File: src/rtl/reg_wport_if.sv
// Writeback bus between the two requesters, the decode-stage reservation
// and the register file write port.
interface reg_wport_if #(
  parameter int DATA_W = 8,
  parameter int ADDR_W = 3,
  parameter int NREG   = 8
);
  logic              EN;
  logic              REQ_A;
  logic [ADDR_W-1:0] ADDR_A;
  logic [DATA_W-1:0] DATA_A;
  logic              GNT_A;
  logic              REQ_B;
  logic [ADDR_W-1:0] ADDR_B;
  logic [DATA_W-1:0] DATA_B;
  logic              GNT_B;
  logic              RSV_EN;
  logic [ADDR_W-1:0] RSV_ADDR;
  logic              WRITE;
  logic [ADDR_W-1:0] INADDRESS;
  logic [DATA_W-1:0] IN;
  logic [NREG-1:0]   PENDING;
  logic              LAST_B;

  modport master (
    output EN, REQ_A, ADDR_A, DATA_A, REQ_B, ADDR_B, DATA_B, RSV_EN, RSV_ADDR,
    input  GNT_A, GNT_B, WRITE, INADDRESS, IN, PENDING, LAST_B
  );

  modport slave (
    input  EN, REQ_A, ADDR_A, DATA_A, REQ_B, ADDR_B, DATA_B, RSV_EN, RSV_ADDR,
    output GNT_A, GNT_B, WRITE, INADDRESS, IN, PENDING, LAST_B
  );
endinterface

File: src/rtl/reg_wport_arbiter.sv
// Round-robin arbiter for the register file write port, with a registered
// write stage and a pending-write scoreboard for decode stalls.
module reg_wport_arbiter #(
  parameter int DATA_W = 8,
  parameter int ADDR_W = 3,
  parameter int NREG   = 8
) (
  input logic       CLK,
  input logic       RESET,
  reg_wport_if.slave bus
);

  logic              gnt_a_s;
  logic              gnt_b_s;
  logic              write_q,   write_d;
  logic [ADDR_W-1:0] inaddr_q,  inaddr_d;
  logic [DATA_W-1:0] in_q,      in_d;
  logic [NREG-1:0]   pending_q, pending_d;
  logic              last_b_q,  last_b_d;

  function automatic logic [NREG-1:0] addr_onehot(input logic [ADDR_W-1:0] a);
    logic [NREG-1:0] oh;
    oh    = {NREG{1'b0}};
    oh[a] = 1'b1;
    return oh;
  endfunction

  // Grant selection; on a tie the requester not served last wins.
  always_comb begin
    gnt_a_s = 1'b0;
    gnt_b_s = 1'b0;
    if (RESET || !bus.EN) begin
      gnt_a_s = 1'b0;
      gnt_b_s = 1'b0;
    end else if (bus.REQ_A && bus.REQ_B) begin
      gnt_a_s = last_b_q;
      gnt_b_s = ~last_b_q;
    end else begin
      gnt_a_s = bus.REQ_A;
      gnt_b_s = bus.REQ_B;
    end
  end

  // Next write stage, pointer and scoreboard state.
  always_comb begin
    write_d   = 1'b0;
    inaddr_d  = inaddr_q;
    in_d      = in_q;
    last_b_d  = last_b_q;
    pending_d = pending_q;
    if (gnt_a_s) begin
      write_d   = 1'b1;
      inaddr_d  = bus.ADDR_A;
      in_d      = bus.DATA_A;
      last_b_d  = 1'b0;
      pending_d = pending_q & ~addr_onehot(bus.ADDR_A);
    end else if (gnt_b_s) begin
      write_d   = 1'b1;
      inaddr_d  = bus.ADDR_B;
      in_d      = bus.DATA_B;
      last_b_d  = 1'b1;
      pending_d = pending_q & ~addr_onehot(bus.ADDR_B);
    end else begin
      write_d   = 1'b0;
    end
    // A fresh reservation supersedes a write retiring to the same register.
    if (bus.RSV_EN) begin
      pending_d = pending_d | addr_onehot(bus.RSV_ADDR);
    end else begin
      pending_d = pending_d;
    end
  end

  // State registers with synchronous reset.
  always_ff @(posedge CLK) begin
    if (RESET) begin
      write_q   <= 1'b0;
      inaddr_q  <= {ADDR_W{1'b0}};
      in_q      <= {DATA_W{1'b0}};
      pending_q <= {NREG{1'b0}};
      last_b_q  <= 1'b1;
    end else begin
      write_q   <= write_d;
      inaddr_q  <= inaddr_d;
      in_q      <= in_d;
      pending_q <= pending_d;
      last_b_q  <= last_b_d;
    end
  end

  assign bus.GNT_A     = gnt_a_s;
  assign bus.GNT_B     = gnt_b_s;
  assign bus.WRITE     = write_q;
  assign bus.INADDRESS = inaddr_q;
  assign bus.IN        = in_q;
  assign bus.PENDING   = pending_q;
  assign bus.LAST_B    = last_b_q;

endmodule

File: src/flat_wrapper.sv
// flat-port wrapper written by rule: the top's interface ports become plain ports
module reg_wport_arbiter_flat 
#(
  parameter int DATA_W = 8,
  parameter int ADDR_W = 3,
  parameter int NREG   = 8
)
  (CLK, RESET, bus_EN, bus_REQ_A, bus_ADDR_A, bus_DATA_A, bus_REQ_B, bus_ADDR_B, bus_DATA_B, bus_RSV_EN, bus_RSV_ADDR, bus_GNT_A, bus_GNT_B, bus_WRITE, bus_INADDRESS, bus_IN, bus_PENDING, bus_LAST_B);
  reg_wport_if #(.DATA_W(DATA_W), .ADDR_W(ADDR_W), .NREG(NREG)) bus_i ();
  input logic CLK;
  input logic RESET;
  input wire logic [$bits(bus_i.EN)-1:0] bus_EN;
  input wire logic [$bits(bus_i.REQ_A)-1:0] bus_REQ_A;
  input wire logic [$bits(bus_i.ADDR_A)-1:0] bus_ADDR_A;
  input wire logic [$bits(bus_i.DATA_A)-1:0] bus_DATA_A;
  input wire logic [$bits(bus_i.REQ_B)-1:0] bus_REQ_B;
  input wire logic [$bits(bus_i.ADDR_B)-1:0] bus_ADDR_B;
  input wire logic [$bits(bus_i.DATA_B)-1:0] bus_DATA_B;
  input wire logic [$bits(bus_i.RSV_EN)-1:0] bus_RSV_EN;
  input wire logic [$bits(bus_i.RSV_ADDR)-1:0] bus_RSV_ADDR;
  output wire logic [$bits(bus_i.GNT_A)-1:0] bus_GNT_A;
  output wire logic [$bits(bus_i.GNT_B)-1:0] bus_GNT_B;
  output wire logic [$bits(bus_i.WRITE)-1:0] bus_WRITE;
  output wire logic [$bits(bus_i.INADDRESS)-1:0] bus_INADDRESS;
  output wire logic [$bits(bus_i.IN)-1:0] bus_IN;
  output wire logic [$bits(bus_i.PENDING)-1:0] bus_PENDING;
  output wire logic [$bits(bus_i.LAST_B)-1:0] bus_LAST_B;
  assign bus_i.EN = bus_EN;
  assign bus_i.REQ_A = bus_REQ_A;
  assign bus_i.ADDR_A = bus_ADDR_A;
  assign bus_i.DATA_A = bus_DATA_A;
  assign bus_i.REQ_B = bus_REQ_B;
  assign bus_i.ADDR_B = bus_ADDR_B;
  assign bus_i.DATA_B = bus_DATA_B;
  assign bus_i.RSV_EN = bus_RSV_EN;
  assign bus_i.RSV_ADDR = bus_RSV_ADDR;
  assign bus_GNT_A = bus_i.GNT_A;
  assign bus_GNT_B = bus_i.GNT_B;
  assign bus_WRITE = bus_i.WRITE;
  assign bus_INADDRESS = bus_i.INADDRESS;
  assign bus_IN = bus_i.IN;
  assign bus_PENDING = bus_i.PENDING;
  assign bus_LAST_B = bus_i.LAST_B;
  reg_wport_arbiter #(.DATA_W(DATA_W), .ADDR_W(ADDR_W), .NREG(NREG)) u_core (.CLK(CLK), .RESET(RESET), .bus(bus_i));
endmodule
File: config.mk
export PLATFORM = sky130hd
export DESIGN_NAME = reg_wport_arbiter_flat
export DESIGN_NICKNAME = d
export VERILOG_FILES = /design/src/rtl/reg_wport_if.sv /design/src/rtl/reg_wport_arbiter.sv /design/src/flat_wrapper.sv
export SDC_FILE = /design/constraint.sdc
export NUM_CORES = 1
export LEC_CHECK = 0
export CORE_MARGIN = 2
export CORE_UTILIZATION = 42
export DETAILED_ROUTE_END_ITERATION = 7
export GPL_ROUTABILITY_DRIVEN = 1
export PLACE_DENSITY = 0.86
export SETUP_SLACK_MARGIN = 0.05
export SYNTH_ARGS = -nofsm -noshare
export SYNTH_HDL_FRONTEND = slang
export SYNTH_SLANG_ARGS = --single-unit
File: constraint.sdc
create_clock -name CLK -period 2.7 [get_ports CLK]
set_input_delay 0.675 -clock CLK [delete_from_list [all_inputs] [get_ports CLK]]
set_output_delay 0.675 -clock CLK [all_outputs]
set_load 0.02 [all_outputs]
Word level (Yosys, flattened, before mapping)
Cells that the tools add are included.
{"block": "totals", "ff_bits": 21, "wordCells": 45}
{"block": "classes", "magnitude_cmp": 6, "muxes": 21, "bitwise": 6, "reduce_logical": 7}
{"operator": "two-way mux 8 bit", "count": 5}
{"operator": "AND 8 bit", "count": 2}
{"operator": "NOT 8 bit", "count": 2}
{"operator": "less-than comparator 3 x 4 -> 1 bit, second input constant", "count": 3}
{"operator": "two-way mux 1 bit", "count": 11}
{"operator": "demux 1 bit (select 3 bit)", "count": 3}
{"operator": "greater-or-equal comparator 3 x 1 -> 1 bit, second input constant", "count": 3}
{"operator": "bitwise OR 8 bit", "count": 1}
{"operator": "two-way mux 3 bit", "count": 2}
{"operator": "logical AND 1 bit", "count": 4}
{"operator": "nonzero test 2 bit", "count": 1}
{"operator": "zero test 1 bit", "count": 1}
{"operator": "logical OR 1 bit", "count": 1}
{"operator": "NOT 1 bit", "count": 1}

Depth between registers and ports, before layout
Gate-level depths: netlist of run 1.
{"block": "depth", "ltp_word": 10, "mapped_depth": 5, "ltp_nobuf": 4}

Worst setup path after synthesis of run 1
Ideal clock, no wire load.
{"block": "synth_path", "path_type": "input port to output port", "startpoint": "in bus_EN", "endpoint": "out bus_GNT_B", "t_arrival_ps": 1202, "required_time_ps": 2025, "path_slack_ps": 823, "cell_stages": 2, "path_buffers": 0, "cell_sequence": "a21boi_1 and2_1"}
{"block": "synth_between", "elab_chain_cells": 3}
{"item": "from (decl)", "line": "flat_wrapper.sv:12", "text": "input wire logic [$bits(bus_i.EN)-1:0] bus_EN;"}
{"item": "zero test 1 bit", "line": "reg_wport_arbiter.sv:32", "text": "if (RESET || !bus.EN) begin"}
{"item": "logical OR 1 bit", "line": "reg_wport_arbiter.sv:32"}
{"item": "two-way mux 1 bit", "line": "reg_wport_arbiter.sv:32"}
{"item": "to (decl)", "line": "flat_wrapper.sv:22", "text": "output wire logic [$bits(bus_i.GNT_B)-1:0] bus_GNT_B;"}
Every way passes these cells.

Final worst setup path of run 1
{"block": "layout_path", "startpoint": "in bus_REQ_B", "endpoint": "out bus_GNT_B"}
{"block": "layout_between", "elab_chain_cells": 3}
{"item": "from (decl)", "line": "flat_wrapper.sv:16", "text": "input wire logic [$bits(bus_i.REQ_B)-1:0] bus_REQ_B;"}
{"item": "logical AND 1 bit", "line": "reg_wport_arbiter.sv:35", "text": "end else if (bus.REQ_A && bus.REQ_B) begin"}
{"item": "two-way mux 1 bit (*)", "line": "reg_wport_arbiter.sv:35"}
{"item": "two-way mux 1 bit (*)", "line": "reg_wport_arbiter.sv:32"}
Every way passes the cells marked *; elsewhere a longest branch is shown, timed or not.

==> impl_metrics.ini, run 1 <==
[critical_path]
critical-path-top-delay-family = buffers and inverters
cp.required_ps = 2030
cp-startpoint = bus_REQ_B
critPathBufInv = 2
path_max_fanout = 3
crit_chain = clkdlybuf4s50_1 > nor2b_1 > and2_1 > dlygate4sd2_1
critical_path.max_stage_delay_ps = 510
cp-end-kind = output port
critical_path_arrival_ps = 1840
r2r-start = u_core.bus.LAST_B
crit_type = input port to output port
setup.worst_path.start_class = input port
slowest_stage = clkdlybuf4s50_1

[min_path]
hp-class = flop to flop
worstHoldStart = u_core.bus.PENDING[0]

[route]
drtPass1Iterations = 4
antenna_left = 0
routed_wl_um = 3022
drc = 0
vias = 1103
first_iter_violations = 20
avgViaCountPerCell = 5.460
wl_per_cell_um = 14.96

[global_route]
overflow = 0
grt_usage_pct = 21.76
grt_pass1_wl_um = 4685
antenna_found_initial = 0
grt_max_degree = 24
grt_pass1_vias = 1075

[run_status]
run_status = completed

[placed_design]
dp.cells = 198
io_buffer_count = 53
gp_congestion = 0.8101
hpwl_um = 2362
placed_cell_area_um2 = 1673

[clocking]
path_clk_slew_ps = 120
clk_path_buf_depth = 2
cts_root_buf = clkbuf_4
clk-insertion-delay-late_ps = 310
cts_hold_buffers = 0
post_cts_buffers = 0
cts_tree = done
htree_levels = 1
cts.sink_count = 21
cts_inserted_buffers = 3

[synthesis]
synth_simple_gate_area_share_pct = 26.14
synthAdderAreaFrac_pct = 0
synth-compound-area-share_pct = 22.05
synth-xor-area-share_pct = 0
synth-seq-cells = 21
synth_seq_area_share_pct = 39.21
netlist-cell-type-count = 30
ys_top_cells_by_count = dfxtp_1 (21), nor2_1 (14), mux2i_1 (10)
synth_top_area_cell = dfxtp_1
syn_inst = 111
ys_top_cells_by_area = dfxtp_1 (39%), mux2i_1 (9.3%), a211oi_1 (5.6%)
synth_top_family_by_area = simple AND/OR/NAND/NOR gates
yosys_warnings = 0
synthMuxAreaShare_pct = 9.335
synthFlopType = dfxtp_1
syn-num-nets = 142
synth_top_cell_area_share_pct = 39.21
yosysMostFrequentCell = dfxtp_1
async_flop_share_pct = 0
syn_area_per_cell_um2 = 9.660
syn-cell-area_um2 = 1072
synth_edf_count = 0

[floorplanning]
die_area_um2 = 2973
row_count = 18
num_io_pins = 54
core_um2 = 2455
die_x_um = 54.53
initial_utilization_pct = 43.68
die_h_um = 54.53

[power_and_ir_drop]
peakVddDrop_v = 0.0003425
power_uw = 685.9
p_leak_nw = 0.5941
p_per_area_nw_per_um2 = 401.9

[job]
drv_cap = 0

[layout]
utilization_pct = 69.52
antenna_cells = 0
drive_gt1_share_pct = 13.95
area_growth_syn_to_layout_pct = 59.16
final.fill_count = 206
stdcell_count = 202
layout.nets = 204
final_cell_area_um2 = 1707

[sta]
period_minus_slack_ps = 2515
hold_viol = 0
grt_setup_unrepaired = no
relSlewSlack_pct = 80.38
max_clock_freq_mhz = 397.6
tns_ps = 0
setup_viol = 0
timing.final.max_slew_violations = 0
tightest_slew_ps = 289.8
skew_ps = 1.143
timing.final.crit_share_pct = 93.16
[what timing repair did]
| item | in CTS | in global routing |
|---|---|---|
| gates cloned | 0 | 0 |
| endpoints found under the hold margin | 0 | 0 |
| gates resized for setup | 3 | 1 |
| setup endpoints to repair | 2 | 1 |
[layout make-up]
type,instances,area [um2],area share [%]
Sequential cell,21,420.4,24.63
Multi-Input combinational cell,85,620.6,36.36
Timing Repair Buffer,62,598.1,35.04
Clock inverter,1,7.507,0.4399
Clock buffer,3,22.52,1.320
Tap cell,30,37.54,2.199
[power breakdown]
part / switching [mW] / internal, mW
sequential: 0.00932 / 0.327
clock: 0.0999 / 0.0565
combinational: 0.0903 / 0.103
total: 0.200 / 0.486
[cell families (layout without fill, tap and decap cells)]
group / count (synthesis) / after routing
and+or+nand+nor: 45 / 45
AOI/OAI and AO/OA: 30 / 30
DFF: 21 / 21
muxes: 10 / 10
buffers and inverters: 5 / 66
[per-stage QoR]
stage / setup slack [ps] / hold WS [ps]
final: 184.6 / 494.2
after floorplan: 823.1 / 555.9
after global placement: -141.7 / 476.8
after CTS: 74.50 / 495.0
after global routing: 114.9 / 522.3
after detailed placement: -232.5 / 475.7
[sequential cells by signal (all words and copies together) (netlist names)]
| signal | cells |
|---|---|
| u_core.bus.INADDRESS | 3 |
| u_core.bus.LAST_B | 1 |
| u_core.bus.WRITE | 1 |
| u_core.bus.PENDING | 8 |
| u_core.bus.IN | 8 |
[layout by cell type, fill, tap and decap left out, types with 2 or more instances in the layout]
cell type         n
nand2b_1          2
buf_4             9
o311ai_1          4
dlygate4sd2_1     2
nand3_1           5
clkbuf_4          3
clkdlybuf4s50_1  50
a211oi_2          2
nor2_1           14
nand2_1           5
nand4_1           2
nand4b_1          2
dfxtp_1          21
or4_1             4
a21oi_1           8
o221ai_1          4
nor2b_1           4
a211oi_1          8
mux2i_1          10
[worst register-to-register path: stages, from the launching register on]
cell and delay, ps:
dfxtp_1 430, and2b_4 240, buf_4 160, or4_1 510, o311ai_1 120, a21oi_1 110
[metal layers]
metal,up-vias,part of all wire (%),global-route usage [%]
met5,-,0,0
met4,0,1.8,7.917
met3,6,3.8,2.459
met2,40,52,40.16
met1,506,42,25.59
li1,551,-,-
[worst paths after layout]
kind	cells past startpoint	slack [ps]	end
worst max-delay path	4	180	bus_GNT_B
worst min-delay path	2	490	u_core.bus.PENDING[0]
worst max register to register	5	1030	u_core.bus.PENDING[4]
worst min register to register	2	490	u_core.bus.PENDING[0]
No activity file was read; power rests on OpenSTA's default activity.
==> inputs of run 2 (changes only) <==
--- a/config.mk
+++ b/config.mk
@@ -9,6 +9,7 @@
 export CORE_UTILIZATION = 42
 export DETAILED_ROUTE_END_ITERATION = 7
 export GPL_ROUTABILITY_DRIVEN = 1
+export GPL_TIMING_DRIVEN = 0
 export PLACE_DENSITY = 0.86
 export SETUP_SLACK_MARGIN = 0.05
 export SYNTH_ARGS = -nofsm -noshare
==> impl_metrics.ini, run 2 (synthesis gave the netlist of run 1 again) <==
[route]
routed_wl_um = 2870
first_iter_violations = 14
drc = 0
wl_per_cell_um = 14.42
avgViaCountPerCell = 5.543
drtPass1Iterations = 4
antenna_left = 0
vias = 1103

[layout]
layout_commonest_cell = clkdlybuf4s50_1
area_growth_syn_to_layout_pct = 56.83
antenna_cells = 0
drive_gt1_share_pct = 12.43
layout_common_cells = clkdlybuf4s50_1 (48), dfxtp_1 (21), nor2_1 (14), mux2i_1 (10)
final_cell_area_um2 = 1682
final.fill_count = 191
layout.nets = 201
regArea_um2 = 420.4
multiInputGateArea_um2 = 630.6

[sta]
grt_setup_unrepaired = no
setup_ws_ps = 123.1
max_clock_freq_mhz = 388.1
whs_ps = 498.9
period_minus_slack_ps = 2577
relSlewSlack_pct = 68.31
setup_viol = 0
skew_ps = 2.324
timing.final.max_slew_violations = 0
hold_viol = 0
tightest_slew_ps = 475.4
timing.final.crit_share_pct = 95.44
tns_ps = 0

[global_route]
grt_pass1_vias = 995
grt_max_degree = 14
grt_pass1_wl_um = 4298
antenna_found_initial = 0
overflow = 0
grt_usage_pct = 20.07

[critical_path]
path_max_fanout = 5
cp.required_ps = 2030
cp-end-kind = output port
r2r_slack_ps = 1140
critical_path_arrival_ps = 1900
crit_type = input port to output port
setup.worst_path.start_class = input port

[floorplanning]
core_um2 = 2455
num_io_pins = 54
die_x_um = 54.53
initial_utilization_pct = 43.68
row_count = 18
die_h_um = 54.53
die_area_um2 = 2973

[clocking]
cts.sink_count = 21
clk_path_buf_depth = 2
clk-insertion-delay-late_ps = 310
cts_inserted_buffers = 3
path_clk_slew_ps = 120
cts_root_buf = clkbuf_4
cts_tree = done
htree_levels = 1

[min_path]
hp-class = flop to flop

[placed_design]
hpwl_um = 2332
placed_cell_area_um2 = 1640
io_buffer_count = 53
gp_congestion = 0.8351
place_ws_ps = -381.8

[job]
drv_cap = 0

[power_and_ir_drop]
p_per_area_nw_per_um2 = 404.8
p_leak_nw = 0.5719
power_uw = 680.6
peakVddDrop_v = 0.0003365

[run_status]
run_status = completed
[run 2: routing by layer]
metal  part of all wire (%)  global-route usage (%)  wire (um)  vias to the layer above
met5                      0                       0          0                        -
met4                   0.28                   5.417          8                        0
met3                    4.4                   4.645        127                        2
met2                     54                   36.35       1554                       30
met1                     41                   23.45       1180                      528
li1                       -                       -          -                      543
[run 2: metrics by stage]
stage / cells / utilization, %
after floorplan: 111 / -
after global placement: 194 / 66.82
after detailed placement: 194 / 66.82
after CTS: 199 / 68.76
after global routing: 199 / 68.50
final: 199 / 68.50
[run 2: critical path: stages]
cell and delay, ps:
clkdlybuf4s50_1 510, nor2b_2 240, and2_1 150, dlygate4sd2_1 320
[run 2: what timing repair did]
item                                    4_1_cts  5_1_grt
hold buffers                                  0        0
gates resized for setup                      10        1
endpoints found under the setup margin        2        1
setup buffers                                 1        0
[run 2: final timing paths]
kind                         start                    end  depth (start not counted)
max                      bus_REQ_B              bus_GNT_B                          4
min          u_core.bus.PENDING[2]  u_core.bus.PENDING[2]                          2
max reg2reg      u_core.bus.LAST_B  u_core.bus.PENDING[2]                          4
min reg2reg  u_core.bus.PENDING[2]  u_core.bus.PENDING[2]                          2
[run 2: final cells by class]
class,instances,share of cell area [%]
multi-input combinational,85,37.50
timing repair buffer,54,31.40
buffer,5,2.083
clock buffer,3,1.339
sequential,21,25.00
tap,30,2.232
clock inverter,1,0.4464
[run 2: report_power, final]
group          total [mW]  switching (mW)  leakage, nW  internal [mW]
Sequential          0.336         0.00927        0.172          0.327
Clock               0.157           0.101       0.0139         0.0567
Combinational       0.188          0.0884        0.386         0.0991
Total               0.681           0.198        0.572          0.482
